$ cat src/rtl/alu_sequencer.sv
// Issue-side sequencer for the ALU: accepts 16-bit register-register instructions,
// reads operands from an 8-entry register file, and writes back the sampled ALU result.
module alu_sequencer #(
  parameter int NREGS = 8,
  parameter int DW    = 32
) (
  input  logic          clk,
  input  logic          rst_n,
  input  logic [15:0]   instr,
  input  logic          instr_valid,
  output logic          instr_ready,
  output logic [DW-1:0] alu_a,
  output logic [DW-1:0] alu_b,
  output logic          alu_cin,
  output logic [3:0]    alu_ctrl,
  input  logic [DW-1:0] alu_res,
  input  logic          alu_cout,
  input  logic          wr_en,
  input  logic [2:0]    wr_addr,
  input  logic [DW-1:0] wr_data,
  input  logic [2:0]    dbg_addr,
  output logic [DW-1:0] dbg_data,
  output logic          carry,
  output logic          done,
  output logic          err
);

  typedef enum logic [1:0] {IDLE, ISSUE, EXEC, WB} state_t;

  localparam logic [3:0] OP_ADD      = 4'd0;
  localparam logic [3:0] OP_SUB      = 4'd1;
  localparam logic [3:0] OP_LAST_OK  = 4'd8;

  state_t        state_q, state_d;
  logic [15:2]   instr_q, instr_d;
  logic [DW-1:0] regs_q [NREGS];
  logic [DW-1:0] regs_d [NREGS];
  logic [DW-1:0] alu_a_q, alu_a_d, alu_b_q, alu_b_d;
  logic [DW-1:0] res_q, res_d;
  logic [3:0]    alu_ctrl_q, alu_ctrl_d;
  logic          alu_cin_q, alu_cin_d;
  logic          cout_q, cout_d;
  logic          carry_q, carry_d;
  logic          done_q, done_d;
  logic          err_q, err_d;
  logic          ready_q, ready_d;
  logic          instr_unused;

  logic [3:0] op;
  logic [2:0] rd, rs, rt;
  logic       use_carry;

  assign op           = instr_q[15:12];
  assign rd           = instr_q[11:9];
  assign rs           = instr_q[8:6];
  assign rt           = instr_q[5:3];
  assign use_carry    = instr_q[2];
  assign instr_unused = ^instr[1:0];

  always_comb begin
    state_d    = state_q;
    instr_d    = instr_q;
    regs_d     = regs_q;
    alu_a_d    = alu_a_q;
    alu_b_d    = alu_b_q;
    alu_ctrl_d = alu_ctrl_q;
    alu_cin_d  = alu_cin_q;
    res_d      = res_q;
    cout_d     = cout_q;
    carry_d    = carry_q;
    done_d     = 1'b0;
    err_d      = 1'b0;
    unique case (state_q)
      IDLE: begin
        // External load and a new handshake may land on the same edge; ISSUE then reads the new value.
        if (wr_en) regs_d[wr_addr] = wr_data;
        if (instr_valid && ready_q) begin
          instr_d = instr[15:2];
          state_d = ISSUE;
        end
      end
      ISSUE: begin
        alu_a_d    = regs_q[rs];
        alu_b_d    = regs_q[rt];
        alu_ctrl_d = op;
        alu_cin_d  = use_carry & carry_q;
        state_d    = EXEC;
      end
      EXEC: begin
        res_d   = alu_res;
        cout_d  = alu_cout;
        state_d = WB;
      end
      WB: begin
        done_d = 1'b1;
        if (op <= OP_LAST_OK) regs_d[rd] = res_q;
        else                  err_d      = 1'b1;
        if (op == OP_ADD || op == OP_SUB) carry_d = cout_q;
        state_d = IDLE;
      end
      default: state_d = IDLE;
    endcase
    ready_d = (state_d == IDLE);
  end

  always_ff @(posedge clk or negedge rst_n) begin
    if (!rst_n) begin
      state_q    <= IDLE;
      instr_q    <= '0;
      for (int unsigned i = 0; i < NREGS; i++) regs_q[i] <= '0;
      alu_a_q    <= '0;
      alu_b_q    <= '0;
      alu_ctrl_q <= '0;
      alu_cin_q  <= 1'b0;
      res_q      <= '0;
      cout_q     <= 1'b0;
      carry_q    <= 1'b0;
      done_q     <= 1'b0;
      err_q      <= 1'b0;
      ready_q    <= 1'b0;
    end else begin
      state_q    <= state_d;
      instr_q    <= instr_d;
      regs_q     <= regs_d;
      alu_a_q    <= alu_a_d;
      alu_b_q    <= alu_b_d;
      alu_ctrl_q <= alu_ctrl_d;
      alu_cin_q  <= alu_cin_d;
      res_q      <= res_d;
      cout_q     <= cout_d;
      carry_q    <= carry_d;
      done_q     <= done_d;
      err_q      <= err_d;
      ready_q    <= ready_d;
    end
  end

  assign instr_ready = ready_q;
  assign alu_a       = alu_a_q;
  assign alu_b       = alu_b_q;
  assign alu_ctrl    = alu_ctrl_q;
  assign alu_cin     = alu_cin_q;
  assign carry       = carry_q;
  assign done        = done_q;
  assign err         = err_q;
  assign dbg_data    = regs_q[dbg_addr];

endmodule

$ cat config.mk
export PLATFORM = sky130hd
export DESIGN_NAME = alu_sequencer
export DESIGN_NICKNAME = d
export VERILOG_FILES = /design/src/rtl/alu_sequencer.sv
export SDC_FILE = /design/constraint.sdc
export NUM_CORES = 1
export LEC_CHECK = 0
export ABC_CLOCK_PERIOD_IN_PS = 2700
export CAP_MARGIN = 10
export CORE_MARGIN = 5
export CORE_UTILIZATION = 35
export CTS_CLUSTER_SIZE = 24
export DETAILED_ROUTE_END_ITERATION = 8
export PLACE_DENSITY_LB_ADDON = 0.2
export SLEW_MARGIN = 15
export SYNTH_ARGS = -nofsm -noshare
export SYNTH_HDL_FRONTEND = slang
export SYNTH_SLANG_ARGS = --single-unit
$ cat constraint.sdc
create_clock -name clk -period 2.7 [get_ports clk]
set_input_delay 0.54 -clock clk [delete_from_list [all_inputs] [get_ports clk]]
set_output_delay 0.54 -clock clk [all_outputs]
set_load 0.005 [all_outputs]
# Word level (Yosys, flattened, before mapping)
# Cells that the tools add are included.
[totals]
word_cells = 74
reg_bits = 378
output_inout_bits = 105
[classes]
magnitude_cmp = 8
bitwise = 6
reduce_logical = 11
muxes = 23
eq_ne = 6
[ops]
columns = ["operator", "count"]
rows = [
  ["bitwise mux 256 bit", 2],
  ["two-way mux 256 bit", 2],
  ["one-hot mux 256 bit (2 select lines)", 1],
  ["binary-select mux 32 bit (select 3 bit)", 3],
  ["two-way mux 32 bit", 8],
  ["demux 32 bit (select 3 bit)", 2],
  ["greater-or-equal comparator 4 bit (second input constant)", 5],
  ["inverter 3 -> 4 bit", 5],
  ["less-than comparator 4 x 1 -> 1 bit (second input constant)", 2],
  ["one-hot mux 2 bit (4 select lines)", 1],
  ["== test 2 bit (second input constant)", 2],
  ["== test 4 x 1 -> 1 bit (second input constant)", 1],
  ["less-or-equal comparator 4 bit (second input constant)", 1],
  ["logical NOT 2 bit", 2],
  ["logical NOT 4 bit", 1],
  ["!= test 2 bit (second input constant)", 2],
  ["AND reduction 2 bit", 2],
  ["logical AND 1 bit", 3],
  ["two-way mux 1 bit", 3],
  ["AND reduction 3 bit", 1],
  ["== test 2 x 1 -> 1 bit (second input constant)", 1],
  ["two-way mux 2 bit", 1],
  ["nonzero test 2 bit", 1],
  ["bitwise AND 1 bit", 1],
  ["logical OR 1 bit", 1],
]

# Depth between registers and ports, before layout
[logic_depth]
depth_word = 8
depth_mapped = 8
depth_no_buf = 6

# Worst setup path before layout
# Ideal clock, no wire load.
[synth_timing]
kind = "input port to output port"
startpoint = "input port dbg_addr[0]"
endpoint = "output port dbg_data[0]"
required_time_ns = 2.160
path_buffers = 2
path_stages = 4
arrival_time_ns = 1.843
path_slack_ns = 0.317
path_cell_list = "buf_2 buf_2 mux4_2 mux2_2"
[synth_via]
elab_chain_len = 4
[synth_rtl]
columns = ["element", "line", "source"]
rows = [
  ["start, declared", "21", "input logic [2:0] dbg_addr,"],
  ["inverter 3 -> 4 bit (implied by the code)", "146", "assign dbg_data = regs_q[dbg_addr];"],
  ["binary-select mux 32 bit (select 3 bit)", "146", ""],
  ["two-way mux 32 bit (implied by the code) (2 in series)", "146", ""],
  ["end, declared", "22", "output logic [DW-1:0] dbg_data,"],
]
# Every way passes these cells. The select of a mux whose other input is x is not followed.

# Final worst setup path
[layout_timing]
startpoint = "input port dbg_addr[0]"
endpoint = "output port dbg_data[2]"
# Same word-level chain as after synthesis.

==> results.yml <==
pwr:
  ir_drop_v: 0.000497
  power.net_switching_w: 0.0109
  leakagePower_nw: 11.8
  p_per_area_nw_per_um2: 1030
  pwr-share-seq_pct: 35.3
  cellInternalPower_w: 0.0178
  clkPwrFrac_pct: 21.9
  pwr-share-comb_pct: 42.8
  switching_share_pct: 37.9
place:
  gp_congestion: 0.831
  dp_hpwl_mm: 51.6
  pre_cts_ws_ns: -0.183
  port_buffers: 193
sta:
  period_needed_ns: 2.66
  timing.final.crit_share_pct: 98.4
  slew_headroom_pct: 53.7
  setup_violations: 0
  layout_setup_ws_ns: 0.0424
  hold_viol: 0
  finClkSkew_ns: 0.0312
  tightest_slew_ns: 0.694
  fmax_mhz: 376
  rsz0062_at_grt: "no"
  final_max_slew_viol_count: 0
  tns_ns: 0
worst_setup_path:
  path_class: "in2out"
  cpMaxStageDelayCell: "mux4_2"
  path_common_cell: "buf_16"
  crit_arrival_ns: 2.12
  endpoint_kind: "output pin"
  cp.required_ns: 2.16
  reg2reg_depth: 7
  cp_max_fo: 9
  cp_slowest_stage_delay_ns: 0.49
  worstPathCellList: "buf_16 > buf_16 > buf_6 > mux4_2 > mux2_2 > dlygate4sd2_1"
  startpoint_type: "input port"
route:
  dr.pass1.iters: 5
  wl_met1_mm: 33.3
  routed_via_density: 5.85
  drc: 0
  wl_met2_mm: 38.8
  dr.max_layer_used: "met5"
  via_count: 17428
  detail_route.iter0.violations: 1431
  postRouteAntennaNets: 0
  drt_wl_total_mm: 81.8
  wl_met3_mm: 6.70
  detail_route.wl_per_cell_um: 27.5
clock_network:
  clockBufferDepth: 3
  cts_tree: "yes"
  cts.sinks: 378
  cts_max_level: 2
  numCtsBuffers: 46
  clkSlewWorstSetupHoldPaths_ns: 0.06
  clock_latency_ns: 0.60
  cts-root-buf: "clkbuf_16"
layout:
  fin_util_pct: 43.4
  nets: 2184
  multi_input_area_um2: 12300
  drive_gt1_share_pct: 34.5
  num-fill-cells: 5992
  seq_area_um2: 9480
  syn2layout_area_growth_pct: 23.3
global_routing:
  first_global_vias: 18455
  overflow: 0
  grt_max_degree: 73
  grt_pass1_wl_mm: 123
  grt_use_total_pct: 23.1
  antenna_found_initial: 4
yosys:
  ys_seq_area_share_pct: 41.9
  synth_seq_cells: 378
  synthArstFlopShare_pct: 100
  ys_warn_count: 0
  syn_nets: 1999
  synth_cells: 1903
  synth_edf_count: 0
  syn-mean-instance-area_um2: 11.9
  ys.flop_type: "dfrtp_1"
  synth_area_um2: 22600
  ys_types: 33
min_path:
  hold_class: "in2async"
floorplanning:
  core-area_um2: 64200
  start_util_pct: 35.2
  die_area_um2: 69700
  die_y_um: 264
  ios: 196
  num_rows: 93
  chipWidth_um: 264
job:
  cap_violations: 0
status:
  status: "finished clean"
==> registers in the layout, summed over array words and instances, names as in the netlist <==
register	flops
alu_a	32
alu_b	32
alu_cin	1
alu_ctrl	4
carry	1
cout_q	1
done	1
err	1
instr_q	14
instr_ready	1
regs_q	256
res_q	32
state_q	2
==> stage by stage <==
stage,instance area (um2),total power (W),hold slack (ns),instances
final,27900,0.0287,0.484,2977
after detailed placement,26000,0.0224,0.498,2855
after floorplan,22600,0.0166,0.244,1903
after global placement,26000,0.0220,0.493,2855
after global routing,27900,0.0302,0.524,2977
after CTS,27900,0.0289,0.482,2976
==> synth_stat cells (37+ instances only) <==
master      n  area share [%]
dfrtp_1   378              42
mux2_2    303              15
nand2_1   290             4.8
o21ai_0   257             5.7
mux4_2    192              19
clkbuf_1   84             1.4
nor2_1     74             1.2
a21oi_1    66             1.5
mux2i_1    64             2.8
buf_2      52             1.2
buf_4      44             1.5
mux2_1     37             1.8
==> cells by family (layout without fill, tap and decap cells) <==
group | after synthesis | in the layout | synth area share [%]
AOI/OAI and AO/OA | 333 | 333 | 7.51
adders and majority gates | 5 | 5 | 0.277
buffers and inverters | 197 | 415 | 4.30
DFF | 378 | 378 | 41.9
muxes | 596 | 596 | 38.9
other | 0 | 1 | 0
and+or+nand+nor | 394 | 394 | 7.09
==> layout make-up <==
cell class,instances,share of cell area (%)
clock inverter,14,0.723
antenna,1,0.00898
clock buffer,67,4.67
tap,855,3.84
inverter,5,0.0674
sequential,378,34.0
timing repair buffer,329,12.4
multi-input combinational,1328,44.3
==> power by group through the flow <==
stage / Sequential, W / Combinational, W / Clock [W]
after floorplan: 0.00890 / 0.00773 / 0
after global placement: 0.0101 / 0.0119 / 0
after detailed placement: 0.0103 / 0.0121 / 0
after CTS: 0.0101 / 0.0124 / 0.00643
after global routing: 0.0104 / 0.0132 / 0.00663
final: 0.0101 / 0.0123 / 0.00629
==> timing repair <==
item	in CTS	in global routing
buffers inserted	36	0
endpoints found under the hold margin	45	0
resized for setup	44	0
hold buffers	1	0
setup endpoints to repair	32	0
==> worst max-delay path, delay by kind of cell <==
kind / cells / cell delay (ns)
mux: 2 / 0.80
buf+inv: 4 / 0.76
==> layout by cell type, fill, tap and decap left out, drive strengths merged, types with 2 or more instances in the layout <==
| master | count |
|---|---|
| a21oi | 67 |
| buf | 138 |
| bufinv | 4 |
| clkbuf | 67 |
| clkdlybuf4s50 | 157 |
| clkinv | 8 |
| clkinvlp | 2 |
| dfrtp | 378 |
| dlygate4sd2 | 32 |
| ha | 5 |
| inv | 5 |
| mux2 | 340 |
| mux2i | 64 |
| mux4 | 192 |
| nand2 | 290 |
| nand2b | 3 |
| nand3 | 3 |
| nand3b | 3 |
| nor2 | 74 |
| nor3 | 6 |
| nor4 | 4 |
| nor4b | 3 |
| nor4bb | 3 |
| o21a | 4 |
| o21ai | 261 |
| or3b | 3 |
==> routing by layer <==
metal  up-vias  track usage (%)
met3       182             4.93
li1       7370                -
met1      9039             30.9
met5         -                0
met4         4             7.94
met2       833             37.5
==> path summary, 6_finish.rpt <==
check                                       from                     end  slack [ns]
setup / recovery                     dbg_addr[0]             dbg_data[2]        0.04
hold / removal                             rst_n  instr_q[2]$_DFFE_PN0P_        0.48
setup reg to reg            state_q[0]$_DFF_PN0_  regs_q[32]$_DFFE_PN0P_        0.33
min in group clk           res_q[14]$_DFFE_PN0P_   res_q[14]$_DFFE_PN0P_        0.51
max in group asynchronous                  rst_n    res_q[6]$_DFFE_PN0P_        1.28
hold reg to reg            res_q[14]$_DFFE_PN0P_   res_q[14]$_DFFE_PN0P_        0.51
No activity file was read; power rests on OpenSTA's default activity.
==> RTL change 1 (same flow settings) <==
The output `err` loses its register stage (`err_q` becomes a continuous assignment).
--- a/src/rtl/alu_sequencer.sv
+++ b/src/rtl/alu_sequencer.sv
@@ -117,5 +117,4 @@
       carry_q    <= 1'b0;
       done_q     <= 1'b0;
-      err_q      <= 1'b0;
       ready_q    <= 1'b0;
     end else begin
@@ -131,8 +130,9 @@
       carry_q    <= carry_d;
       done_q     <= done_d;
-      err_q      <= err_d;
       ready_q    <= ready_d;
     end
   end
+
+  assign err_q = err_d;
 
   assign instr_ready = ready_q;
Check against the original RTL: not settled (the Yosys comparison gave no result); the edit may change what the design does.
==> RTL change 1 against the original RTL <==
  * Worst setup slack gained 8.5 ps
  * Fmax rose by 0.32%
  * Core utilization up 0.51 points
  * Die area decreased by 0.11%
  * Synthesized area down 0.11%
  * Non-clock buffer count increased by 21
  * Clock power rose by 7.8%
  * Power increased by 2.3%
  * Wire length increased by 0.70%
  * Sequential cell count decreased by 1
  * Design area rose by 0.98%
  * Clock skew rose by 14 ps
  * Critical endpoint is now dbg_data[17]
==> RTL change 1: results <==
[logic_synthesis]
synthTopCellsByCount = "dfrtp_1 (377), mux2_2 (303), nand2_1 (290)"
syn-num-nets = 1998
yosysSeqAreaShare_pct = 41.8
ys_top_cells_by_area = "dfrtp_1 (42%), mux4_2 (19%), mux2_2 (15%)"

[grt]
grt_pass1_vias = 18400
grtUsageMet3_pct = 4.96
grt_max_degree = 80

[final_layout]
fill_cells = 5834
finish.net_count = 2205

[placed_design]
place_area_um2 = 26000
hpwl_mm = 52.0

[drt]
drt-pass1-iter-count = 6
met2_length_mm = 40.1
routed_via_density = 5.82
wl_per_cell_um = 27.4
vias = 17500
drt-met1-wl_mm = 32.7
drt_iter0_markers = 1376

[worst_setup_path]
r2r_slack_ps = 190
path_max_fanout = 12

[floorplan]
die_x_um = 264

[outcome]
status = "completed"

[clocking]
cts_buffers = 47

[sta]
timing.slew.headroom_pct = 56.0

[power_and_ir_drop]
p_leak_nw = 12.0
[RTL change 1: cell count changes after synthesis]
cell     change
dfrtp_1      -1
[RTL change 1: final cells by class]
cell class	count	area, µm²	share of cell area (%)
Sequential cell	377	9460	33.6
Tap cell	855	1070	3.80
Clock inverter	22	302	1.07
Timing Repair Buffer	350	3590	12.8
Clock buffer	64	1350	4.80
Antenna cell	4	10.0	0.0356
Multi-Input combinational cell	1328	12300	43.8
Inverter	5	18.8	0.0667
[RTL change 1: cell families after synthesis]
logic type	share of synthesized area, %
AO/OA/AOI/OAI	7.52
flip-flops	41.8
multiplexers	39.0
AND/OR/NAND/NOR	7.10
buffers and inverters	4.30
adder cells (fa/ha/maj)	0.277
[RTL change 1: how the worst max path moves through the flow]
stage | startpoint | endpoint | slack (ps) | cells after the start
global route | dbg_addr[0] | dbg_data[17] | 20 | 6
global placement | dbg_addr[0] | dbg_data[16] | -180 | 5
finish | dbg_addr[0] | dbg_data[17] | 50 | 6
CTS | dbg_addr[0] | dbg_data[6] | 20 | 6
detailed placement | dbg_addr[0] | dbg_data[26] | -190 | 5
floorplan | dbg_addr[0] | dbg_data[0] | 320 | 4
[RTL change 1: worst reg2reg max path, cell delays in order, from the launching register on]
cell and delay [ps]:
dfrtp_1 470, ha_4 170, buf_4 240, clkinv_1 420
nor2_1 270, o21a_2 240, buf_12 200, mux2_2 410
[RTL change 1: timing repair]
item | in CTS | in global routing
hold buffers | 1 | 0
resized for setup | 42 | 0
endpoints found under the setup margin | 33 | 3
pin swaps | 1 | 0
endpoints found under the hold margin | 27 | 0
gates cloned | 1 | 0
buffers inserted | 55 | 3
[RTL change 1: power by group]
part	switching (mW)	total, mW	internal [mW]
Sequential	2.22	9.94	7.72
Combinational	6.19	12.7	6.50
Clock	2.69	6.78	4.08
Total	11.1	29.4	18.3
==> RTL change 2 (same settings) <==
Without the edit above. The parameter `DW` goes from 32 to 40.
--- a/src/rtl/alu_sequencer.sv
+++ b/src/rtl/alu_sequencer.sv
@@ -3,5 +3,5 @@
 module alu_sequencer #(
   parameter int NREGS = 8,
-  parameter int DW    = 32
+  parameter int DW    = 40
 ) (
   input  logic          clk,
Interface: changed (5 resized); port bits go from 196 to 236. The function was not compared with the original's and may differ.
==> RTL change 2 against the original RTL <==
  * Wire length rose by 28%
  * Global-route usage rose by 0.84 points
  * Sequential cell count rose by 88
  * Worst setup slack got worse by 0.81 ps
  * Synthesized area rose by 23%
  * Power rose by 24%
  * Clock skew fell by 8.4 ps
  * Largest cell class unchanged
  * Design area rose by 23%
==> RTL change 2: results <==
[logic_synthesis]
syn_inst = 2349
syn-num-nets = 2461
yosysSeqAreaShare_pct = 41.8
synth_top_area_share_pct = 41.8

[grt]
grtUsageTotal_pct = 23.9
grt_pass1_wl_mm = 155
antenna_found_initial = 9
grt_pass1_vias = 22600

[sta]
worstMarginPinSlew_ps = 995
worst_clock_skew_ps = 22.8
final.period_utilization_pct = 98.5
timing.hold.ws_ps = 448

[final_layout]
synthToLayoutAreaGrowth_pct = 23.3
fill_cells = 7176
drive_gt1_share_pct = 33.1
finish.net_count = 2680

[clocking]
cts_buffers = 55

[worst_setup_path]
worstSetupEndpoint = "dbg_data[9]"
path_max_fanout = 4
r2r_slack_ps = 120
r2r_end = "regs_q[63]$_DFFE_PN0P_"

[outcome]
status = "completed"

[placed_design]
pre_cts_slack_ps = -166
gp_congestion = 0.830
port_buffers = 233

[power_and_ir_drop]
p_leak_nw = 14.6
vdd_drop_max_uv = 516

[drt]
routed_via_density = 5.92
wl_per_cell_um = 28.6
drt_iter0_markers = 2087
drt-pass1-iter-count = 6
==> RTL change 2: changes by cell type after synthesis, moves of 32 or more <==
cell,change
mux4_2,+48
mux2_2,+32
clkbuf_1,+40
nand2_1,+72
mux2_1,+48
dfrtp_1,+88
o21ai_0,+64
==> RTL change 2: routing by layer <==
metal,wire [µm],part of all wire (%),GRT usage (%),up-vias
met5,27,0.026,0,-
met4,3650,3.5,7.75,6
met3,8910,8.5,5.02,230
met2,49200,47,38.8,1172
met1,42800,41,32.4,11200
li1,-,-,-,9083
==> RTL change 2: worst max-delay path: stages, from the launching register on <==
cell           delay [ps]
dfrtp_1               410
mux4_2                500
mux2_2                310
dlygate4sd2_1         280
==> RTL change 2: layout make-up <==
type	instances	share of cell area [%]
Clock inverter	16	0.532
Inverter	5	0.0546
Multi-Input combinational cell	1640	44.2
Timing Repair Buffer	400	12.4
Sequential cell	466	34.0
Antenna cell	5	0.0364
Tap cell	1050	3.82
Clock buffer	84	4.88
==> RTL change 2: logic make-up (layout without fill, tap and decap cells) <==
group           after synthesis  count (layout)  synth area share, %
buf+inv                     243             505                 4.30
flops                       466             466                 41.8
compound gates              413             413                 7.49
fa+ha+maj                     5               5                0.224
other cells                   0               5                    0
mux                         740             740                 39.2
simple gates                482             482                 6.91
==> RTL change 2: report_power, final <==
group / switching, mW / total [mW] / leakage [nW] / internal (mW)
Sequential: 2.61 / 12.1 / 6.12 / 9.52
Clock: 3.12 / 7.74 / 0.924 / 4.63
Combinational: 7.90 / 15.9 / 7.53 / 7.97
==> RTL change 2: repair_timing <==
action | in CTS | in global routing
endpoints found under the hold margin | 46 | 0
setup buffers | 43 | 1
hold buffers | 1 | 0
cloned | 1 | 0
gates resized for setup | 50 | 3
endpoints found under the setup margin | 40 | 3
